File: src/rtl/mmio_arb_pkg.sv
// ============================================================================
//  Module  : mmio_arb_pkg
//  Brief   : Shared types and default sizes for the MMIO bus arbiter.
//  Revision: 1.0 - initial release
// ============================================================================
`default_nettype none

package mmio_arb_pkg;

    typedef enum logic [1:0] {
        IDLE  = 2'd0,
        ISSUE = 2'd1,
        RESP  = 2'd2
    } arb_state_t;

    localparam int DEF_AW      = 16;
    localparam int DEF_DW      = 16;
    localparam int DEF_TIMEOUT = 255;

    function automatic int max_int(input int a, input int b);
        return (a > b) ? a : b;
    endfunction

endpackage

`default_nettype wire

File: src/rtl/mmio_arbiter_rr_pick.sv
// ============================================================================
//  Module  : rr_pick
//  Brief   : Combinational round-robin picker; first set request after ptr.
//  Revision: 1.0 - initial release
// ============================================================================
`default_nettype none

module rr_pick #(
    parameter int N = 2,
    localparam int IW = (N > 1) ? $clog2(N) : 1
) (
    input  logic [N-1:0]  req,
    input  logic [IW-1:0] ptr,
    output logic          any,
    output logic [IW-1:0] idx
);

    logic          w_found;
    logic [IW-1:0] w_j;

    // Search order ptr+1, ptr+2, ..., ptr (mod N): the last winner gets lowest priority.
    always_comb begin
        any     = |req;
        idx     = '0;
        w_found = 1'b0;
        w_j     = '0;
        for (int i = 1; i <= N; i++) begin
            w_j = IW'((int'(ptr) + i) % N);
            if (!w_found && req[w_j]) begin
                w_found = 1'b1;
                idx     = w_j;
            end
        end
    end

endmodule

`default_nettype wire

File: src/rtl/mmio_arbiter.sv
// ============================================================================
//  Module  : mmio_arbiter
//  Brief   : Round-robin arbiter for the shared peripheral bus, one outstanding
//            transaction, registered bus drive and bus-stall timeout.
//  Revision: 1.0 - initial release
// ============================================================================
`default_nettype none

module mmio_arbiter
    import mmio_arb_pkg::*;
#(
    parameter int NREQ    = 2,
    parameter int AW      = DEF_AW,
    parameter int DW      = DEF_DW,
    parameter int TIMEOUT = DEF_TIMEOUT
) (
    input  logic                 clk,
    input  logic                 rst,
    input  logic [NREQ-1:0]      req_i,
    input  logic [NREQ-1:0]      we_i,
    input  logic [NREQ*AW-1:0]   addr_i,
    input  logic [NREQ*DW-1:0]   wdata_i,
    output logic [NREQ-1:0]      done_o,
    output logic                 err_o,
    output logic [DW-1:0]        rdata_o,
    output logic                 busy_o,
    output logic                 bus_valid_o,
    output logic                 bus_we_o,
    output logic [AW-1:0]        bus_addr_o,
    output logic [DW-1:0]        bus_wdata_o,
    input  logic                 bus_ready_i,
    input  logic [DW-1:0]        bus_rdata_i
);

    localparam int c_IW = $clog2(NREQ);
    localparam int c_CW = max_int(8, $clog2(TIMEOUT + 1));
    localparam logic [c_IW-1:0] c_PTR_RST = c_IW'(NREQ - 1);
    localparam logic [c_CW-1:0] c_TO_LAST = c_CW'((TIMEOUT > 0) ? TIMEOUT - 1 : 0);

    arb_state_t         r_state;
    logic [c_IW-1:0]    r_ptr;
    logic [c_IW-1:0]    r_win;
    logic [c_CW-1:0]    r_cnt;
    logic               r_err;
    logic [NREQ-1:0]    r_done;
    logic [DW-1:0]      r_rdata;
    logic               r_busy;
    logic               r_valid;
    logic               r_we;
    logic [AW-1:0]      r_addr;
    logic [DW-1:0]      r_wdata;

    logic               w_any;
    logic [c_IW-1:0]    w_idx;
    logic               w_timeout;
    logic [NREQ-1:0]    w_win_onehot;
    logic [AW-1:0]      w_addr  [NREQ];
    logic [DW-1:0]      w_wdata [NREQ];

    for (genvar k = 0; k < NREQ; k++) begin : g_unpack
        assign w_addr[k]  = addr_i[k*AW +: AW];
        assign w_wdata[k] = wdata_i[k*DW +: DW];
    end

    rr_pick #(
        .N   (NREQ)
    ) u_rr_pick (
        .req (req_i),
        .ptr (r_ptr),
        .any (w_any),
        .idx (w_idx)
    );

    // A ready on the final wait cycle is checked first, so the transfer wins over expiry.
    assign w_timeout    = (TIMEOUT != 0) && (r_cnt == c_TO_LAST);
    assign w_win_onehot = NREQ'(1) << r_win;

    always_ff @(posedge clk) begin
        if (rst) begin
            r_state <= IDLE;
            r_ptr   <= c_PTR_RST;
            r_win   <= '0;
            r_cnt   <= '0;
            r_err   <= 1'b0;
            r_done  <= '0;
            r_rdata <= '0;
            r_busy  <= 1'b0;
            r_valid <= 1'b0;
            r_we    <= 1'b0;
            r_addr  <= '0;
            r_wdata <= '0;
        end else begin
            case (r_state)
                IDLE: begin
                    if (w_any) begin
                        r_win   <= w_idx;
                        r_we    <= we_i[w_idx];
                        r_addr  <= w_addr[w_idx];
                        r_wdata <= w_wdata[w_idx];
                        r_cnt   <= '0;
                        r_valid <= 1'b1;
                        r_busy  <= 1'b1;
                        r_state <= ISSUE;
                    end
                end
                ISSUE: begin
                    if (bus_ready_i) begin
                        if (!r_we) begin
                            r_rdata <= bus_rdata_i;
                        end
                        r_err   <= 1'b0;
                        r_valid <= 1'b0;
                        r_done  <= w_win_onehot;
                        r_state <= RESP;
                    end else if (w_timeout) begin
                        r_err   <= 1'b1;
                        r_valid <= 1'b0;
                        r_done  <= w_win_onehot;
                        r_state <= RESP;
                    end else begin
                        r_cnt <= r_cnt + c_CW'(1);
                    end
                end
                RESP: begin
                    r_done  <= '0;
                    r_err   <= 1'b0;
                    r_busy  <= 1'b0;
                    r_ptr   <= r_win;
                    r_state <= IDLE;
                end
                default: begin
                    r_state <= IDLE;
                end
            endcase
        end
    end

    assign done_o      = r_done;
    assign err_o       = r_err;
    assign rdata_o     = r_rdata;
    assign busy_o      = r_busy;
    assign bus_valid_o = r_valid;
    assign bus_we_o    = r_we;
    assign bus_addr_o  = r_addr;
    assign bus_wdata_o = r_wdata;

endmodule

`default_nettype wire

File: config.mk
export PLATFORM = sky130hd
export DESIGN_NAME = mmio_arbiter
export DESIGN_NICKNAME = d
export VERILOG_FILES = /design/src/rtl/mmio_arb_pkg.sv /design/src/rtl/mmio_arbiter_rr_pick.sv /design/src/rtl/mmio_arbiter.sv
export SDC_FILE = /design/constraint.sdc
export NUM_CORES = 1
export LEC_CHECK = 0
export BUFFER_PORTS_ARGS = -buffer_cell sky130_fd_sc_hd__buf_4
export CAP_MARGIN = 20
export CORE_ASPECT_RATIO = 0.9
export CORE_MARGIN = 3
export CORE_UTILIZATION = 45
export CTS_BUF_LIST = sky130_fd_sc_hd__clkbuf_8
export DETAILED_ROUTE_END_ITERATION = 8
export PLACE_DENSITY = 0.86
export SLEW_MARGIN = 0
export SYNTH_ARGS = -nofsm -noshare
export SYNTH_HDL_FRONTEND = slang
export SYNTH_SLANG_ARGS = --single-unit
export TNS_END_PERCENT = 100
File: constraint.sdc
create_clock -name clk -period 3.51 [get_ports clk]
set_input_delay 0.351 -clock clk [delete_from_list [all_inputs] [get_ports clk]]
set_output_delay 0.351 -clock clk [all_outputs]
set_load 0.02 [all_outputs]
# After elaboration in Yosys (flattened, before gate mapping)
# Cells that the tools add are included.
# totals
regBits,66
in_bits,87
out_inout_bits,54
wordCells,77
# classes
add_sub_neg,3
n_lt_le_gt_ge,4
n_eq_ne,7
shift,1
n_mux,34
bitwise,2
reduce_logical,14
# ops
op,n
$mux 16,6
$mux 8,3
$pmux 8 s2,1
$mux 1,14
$mux 2,5
$add 8x1->8 const B,1
$eq 8x8->1 const B,1
$pmux 2 s2,2
$reduce_and 2->1,4
$lt 1x2->1 const B,3
$pmux 1 s2,3
$reduce_and 3->1,2
$reduce_bool 2->1,3
$ne 2x2->1 const B,2
$reduce_and 4->1,1
$ne 3x3->1 const B,1
$add 1x1->1 const B,2
$eq 2x1->1 const B,1
$eq 2x2->1 const B,1
$ge 2x2->1 const B,1
$logic_not 2->1,1
$ne 2x1->1 const B,1
$not 1->2,1
$reduce_or 2->1,1
other kinds (4),4

# Longest topological paths before layout
# depth
ltp_word,11
mapped_depth,6
depth_no_buf,6

# Hierarchy
# A second synthesis with hierarchy kept.
# hier_totals
cells_unflattened,317
hier_area_um2,2841.5
# modules_own_cells
module,n_inst,cells_each,area_each_um2,seq_area_each_um2
mmio_arbiter,1,315,2827.7,1321.3
rr_pick,1,2,13.8,0.0

# Least setup slack after synthesis
# Ideal clock, no wire load.
# synth_timing
path_type,register to register
start,reg r_cnt[0]
end,reg r_cnt[3]
setup_time_ps,115
t_arrival_ps,1231
required_time_ps,3395
slack_ps,2165
stages_incl_launch_ff,7
n_path_buf,0
period_less_slack_ps,1345
cell_sequence,dfxtp_1 -> inv_1 -> ha_1 -> nand3_1 -> o21ai_2 -> o211a_1 -> o21a_1
# synth_between
elab_chain_cells,4
elab_cells_between_ends,7
cone_classes,add/sub: 1; eq/ne: 2; mux: 3; reduce/logical: 1
# synth_rtl
item,line_no,rtl
start: declaration,mmio_arbiter.sv:43,logic [c_CW-1:0] r_cnt;
start signal: assignment,mmio_arbiter.sv:121,r_cnt <= r_cnt + c_CW'(1);
$add 8x1->8,mmio_arbiter.sv:121,
$mux 8,mmio_arbiter.sv:115,end else if (w_timeout) begin
$mux 8,mmio_arbiter.sv:107,if (bus_ready_i) begin
$pmux 8 s2,mmio_arbiter.sv:93,case (r_state)
# Several ways; a longest one is shown, not always the timed one. The select of a mux whose other input is x is not followed.
# A chain may end at the register's enable or synchronous reset.

# Worst setup path in the final report
# layout_timing
start,reg r_ptr
end,reg r_addr[3] (netlist: bus_addr_o[3])
# layout_between
elab_chain_cells,11
elab_cells_between_ends,15
cone_classes,add/sub: 2; mux: 10; bitwise: 1; reduce/logical: 2
# layout_rtl
item,line_no,rtl
start: declaration,mmio_arbiter.sv:41,logic [c_IW-1:0] r_ptr;
start signal: assignment,mmio_arbiter.sv:81,r_ptr <= c_PTR_RST;
start signal: assignment,mmio_arbiter.sv:128,r_ptr <= r_win;
$add 1x1->1,mmio_arbiter_rr_pick.sv:28,w_j = IW'((int'(ptr) + i) % N);
$mux 1 (implied by the code) (2 in a row),mmio_arbiter_rr_pick.sv:29,if (!w_found && req[w_j]) begin
$mux 1,mmio_arbiter_rr_pick.sv:29,
$logic_not 1->1,mmio_arbiter_rr_pick.sv:29,
$logic_and 1x1->1,mmio_arbiter_rr_pick.sv:29,
$mux 1 *,mmio_arbiter_rr_pick.sv:29,
$not 1->2 (implied by the code) *,mmio_arbiter.sv:98,r_addr <= w_addr[w_idx];
$mux 16 (implied by the code) * (3 in a row),mmio_arbiter.sv:98,
end signal: assignment,mmio_arbiter.sv:98,
end: declaration,mmio_arbiter.sv:50,logic [AW-1:0] r_addr;
# Mark *: on every way between the ends. The rest lies on a longest branch, timed or not. The select of a mux whose other input is x is not followed.

==> results.cfg <==
[detailed_routing]
detailroute.via_count = 2712
drt_drc_violations_left = 0
via_cell_ratio = 5.24
detail_route.wirelength_um = 7470
wl_per_cell_um = 14.4
route.antenna.remaining_nets = 0
drt-pass1-iter-count = 4
drt-initial-drc-count = 84

[synthesis]
synth_async_sr_flop_share_pct = 0
synth_warnings = 0
synth-edff-count = 0
synth_cell_type_count = 32
ys_seq_elements = 66
prevailing_post_synth_register_cell = dfxtp_1
syn_area_sq_um = 2790
avgSynthCellArea_sq_um = 8.98
syn-instance-count = 311
synth.yosys.seq_area_share_pct = 47.3
synthesis.nets = 400

[sta]
final.hold.worst_slack_ns = 0.258
tightestPinTransition_ns = 0.957
fin_worst_skew_ns = 0.00456
rsz0062_at_grt = false
max_slew_margin_pct = 35.9
fin_crit_sh_pct = 50.3
finalSetupViolCount = 0
post-route-worst-setup-slack_ns = 1.74
max_clock_freq_mhz = 566
setup_tns_ns = 0
finalCriticalPeriod_ns = 1.77
slew_limit_fails = 0
finalHoldViolations = 0

[clocking]
cts.path.max_buffers = 2
cts.hold.buffers_added = 0
ctsResizeCount = 0
cts.sinks = 66
insertion_delay_of_the_later_clocked_pin_in_the_worst_skew_pair_ns = 0.33
clk_root_buffer_cell = clkbuf_8
clkTransAtPathRegs_ns = 0.07
post-cts-setup-buffer-count = 0
clock_tree.htree_level_count = 3
numCtsBuffers = 9
tritoncts_clock_tree = done

[floorplan]
placementRows = 26
core-area_sq_um = 5860
initial_core_util_pct = 47.7
die_w_um = 89.1
die_height_um = 80.8
die-area_sq_um = 7190
number_of_ports_placed_on_the_die_boundary = 141

[global_routing]
via_count_of_the_first_global_routing_pass = 2629
met3_usage_pct = 9.33
number_of_antenna_violations_at_the_first_check_in_global_routing = 0
global_route.usage.met2_pct = 36.5
globalRouteMet1Util_pct = 23.8
grt_first_pass_wirelength_um = 11900
grt-busiest-layer = met2
global_route.overflow_total = 0
largest_net_degree_at_the_start_of_global_routing = 68
grt.total_usage_pct = 21.1

[layout]
final_common_cell = buf_4
antenna-diode-count = 0
final_layout_size_suffix_gt1_share_pct = 36.8
synthToLayoutAreaGrowth_pct = 46.4
postLayoutCoreUtil_pct = 69.8
leading_cell_types_in_the_layout_fill_and_taps_excluded = buf_4, dfxtp_1, nor2_1, nand2_1, mux2i_1
final_net_count = 533

[min_path]
hold_path.class = input pin to register

[worst_setup_path]
cp_top_family = compound AO/OA/AOI/OAI gates
cp_data_required_time_ns = 3.69
cpMaxStageDelayCell = a21boi_4
timing.critical_path.arrival_ns = 1.95
crit_buf_inv = 1
setup.worst_path.end_class = register
worst-setup-path-type = register to register
cp_max_stage_delay_ns = 0.63
timing.critical_path.cells = a21boi_4 -> buf_4 -> mux2i_1 -> a211oi_1
crit_fanout = 18
critPathLaunchType = register

[placement]
routabilityCongestion = 0.825
dpl.hpwl_um = 5500
placement.setup.worst_slack_ns = 1.50
portbufs = 140

[pwr]
pwr_density_cell_nw_per_um2 = 474
leakagePower_nw = 1.81
maximum_vdd_drop_mv = 0.401

[flow_run]
maxCapViolCount = 0

[run_status]
status = completed
[final timing paths]
kind	start	cells after the start	slack [ns]	end
worst min-delay path	bus_rdata_i[8]	3	0.26	rdata_o[8]
worst min register to register	rdata_o[8]	2	0.46	rdata_o[8]
worst max-delay path	r_ptr	4	1.74	bus_addr_o[3]
worst max register to register	r_ptr	4	1.74	bus_addr_o[3]
[stage by stage]
step / total power [W] / instances / cell area (sq um)
floorplan: 0.00108 / 311 / 2790
global placement: 0.00127 / 502 / 3860
detailed placement: 0.00128 / 502 / 3860
CTS: 0.00195 / 517 / 4070
global route: 0.00203 / 518 / 4090
finish: 0.00194 / 518 / 4090
[synth_stat cells (2+ instances only)]
library cell   n  area, sq um
nor3_1         3         15.0
inv_1          3         11.3
dfxtp_1       66         1320
mux2i_1       36          360
a31oi_1        2         12.5
o21a_1         4         30.0
ha_1           2         25.0
o211ai_1       2         15.0
clkbuf_1      11         41.3
buf_2          6         30.0
o211a_1        2         20.0
nand2b_1       4         25.0
a211oi_1      34          255
nand2_1       39          146
nand3_1       11         55.1
buf_4          3         22.5
nor3b_2        2         25.0
nor2_1        39          146
o21ai_1        4         20.0
a21oi_1       25          125
or4_1          2         15.0
[worst reg2reg max path, delay by kind of cell (launching register included)]
family / cells / cell delay (ns)
AO/OA/AOI/OAI: 2 / 0.72
flip-flops: 1 / 0.34
buffers and inverters: 1 / 0.33
multiplexers: 1 / 0.23
[routing by layer]
layer	up-vias	routed length, um
met3	10	755
met2	114	3640
met1	1213	2980
met5	-	0
met4	0	95
li1	1375	-
[sequential cells by signal (all words and copies together) (netlist names)]
| name | flops |
|---|---|
| bus_addr_o | 16 |
| bus_wdata_o | 16 |
| rdata_o | 16 |
| r_cnt | 8 |
| done_o | 2 |
| r_state | 2 |
| bus_valid_o | 1 |
| bus_we_o | 1 |
| busy_o | 1 |
| err_o | 1 |
| r_ptr | 1 |
| r_win | 1 |
[cells by family (layout without fill, tap and decap cells)]
kind of cell / count (synthesis) / after routing / synth area share [%]
compound gates: 78 / 78 / 18.5
buf+inv: 24 / 161 / 3.90
simple gates: 105 / 105 / 16.6
flops: 66 / 66 / 47.3
fa+ha+maj: 2 / 2 / 0.896
mux: 36 / 36 / 12.9
[where the power goes]
part	switching, W	total (W)	internal [W]
combinational	0.000220	0.000420	0.000200
clock	0.000279	0.000671	0.000392
sequential	0.0000372	0.000846	0.000809
[layout make-up]
| type | instances | area (sq um) |
|---|---|---|
| tap | 70 | 87.6 |
| clock buffer | 9 | 124 |
| inverter | 3 | 11.3 |
| multi-input combinational | 221 | 1380 |
| sequential | 66 | 1320 |
| timing repair buffer | 143 | 1090 |
| fill | 471 | 1770 |
| clock inverter | 6 | 82.6 |
No activity file was read; power rests on OpenSTA's default activity.
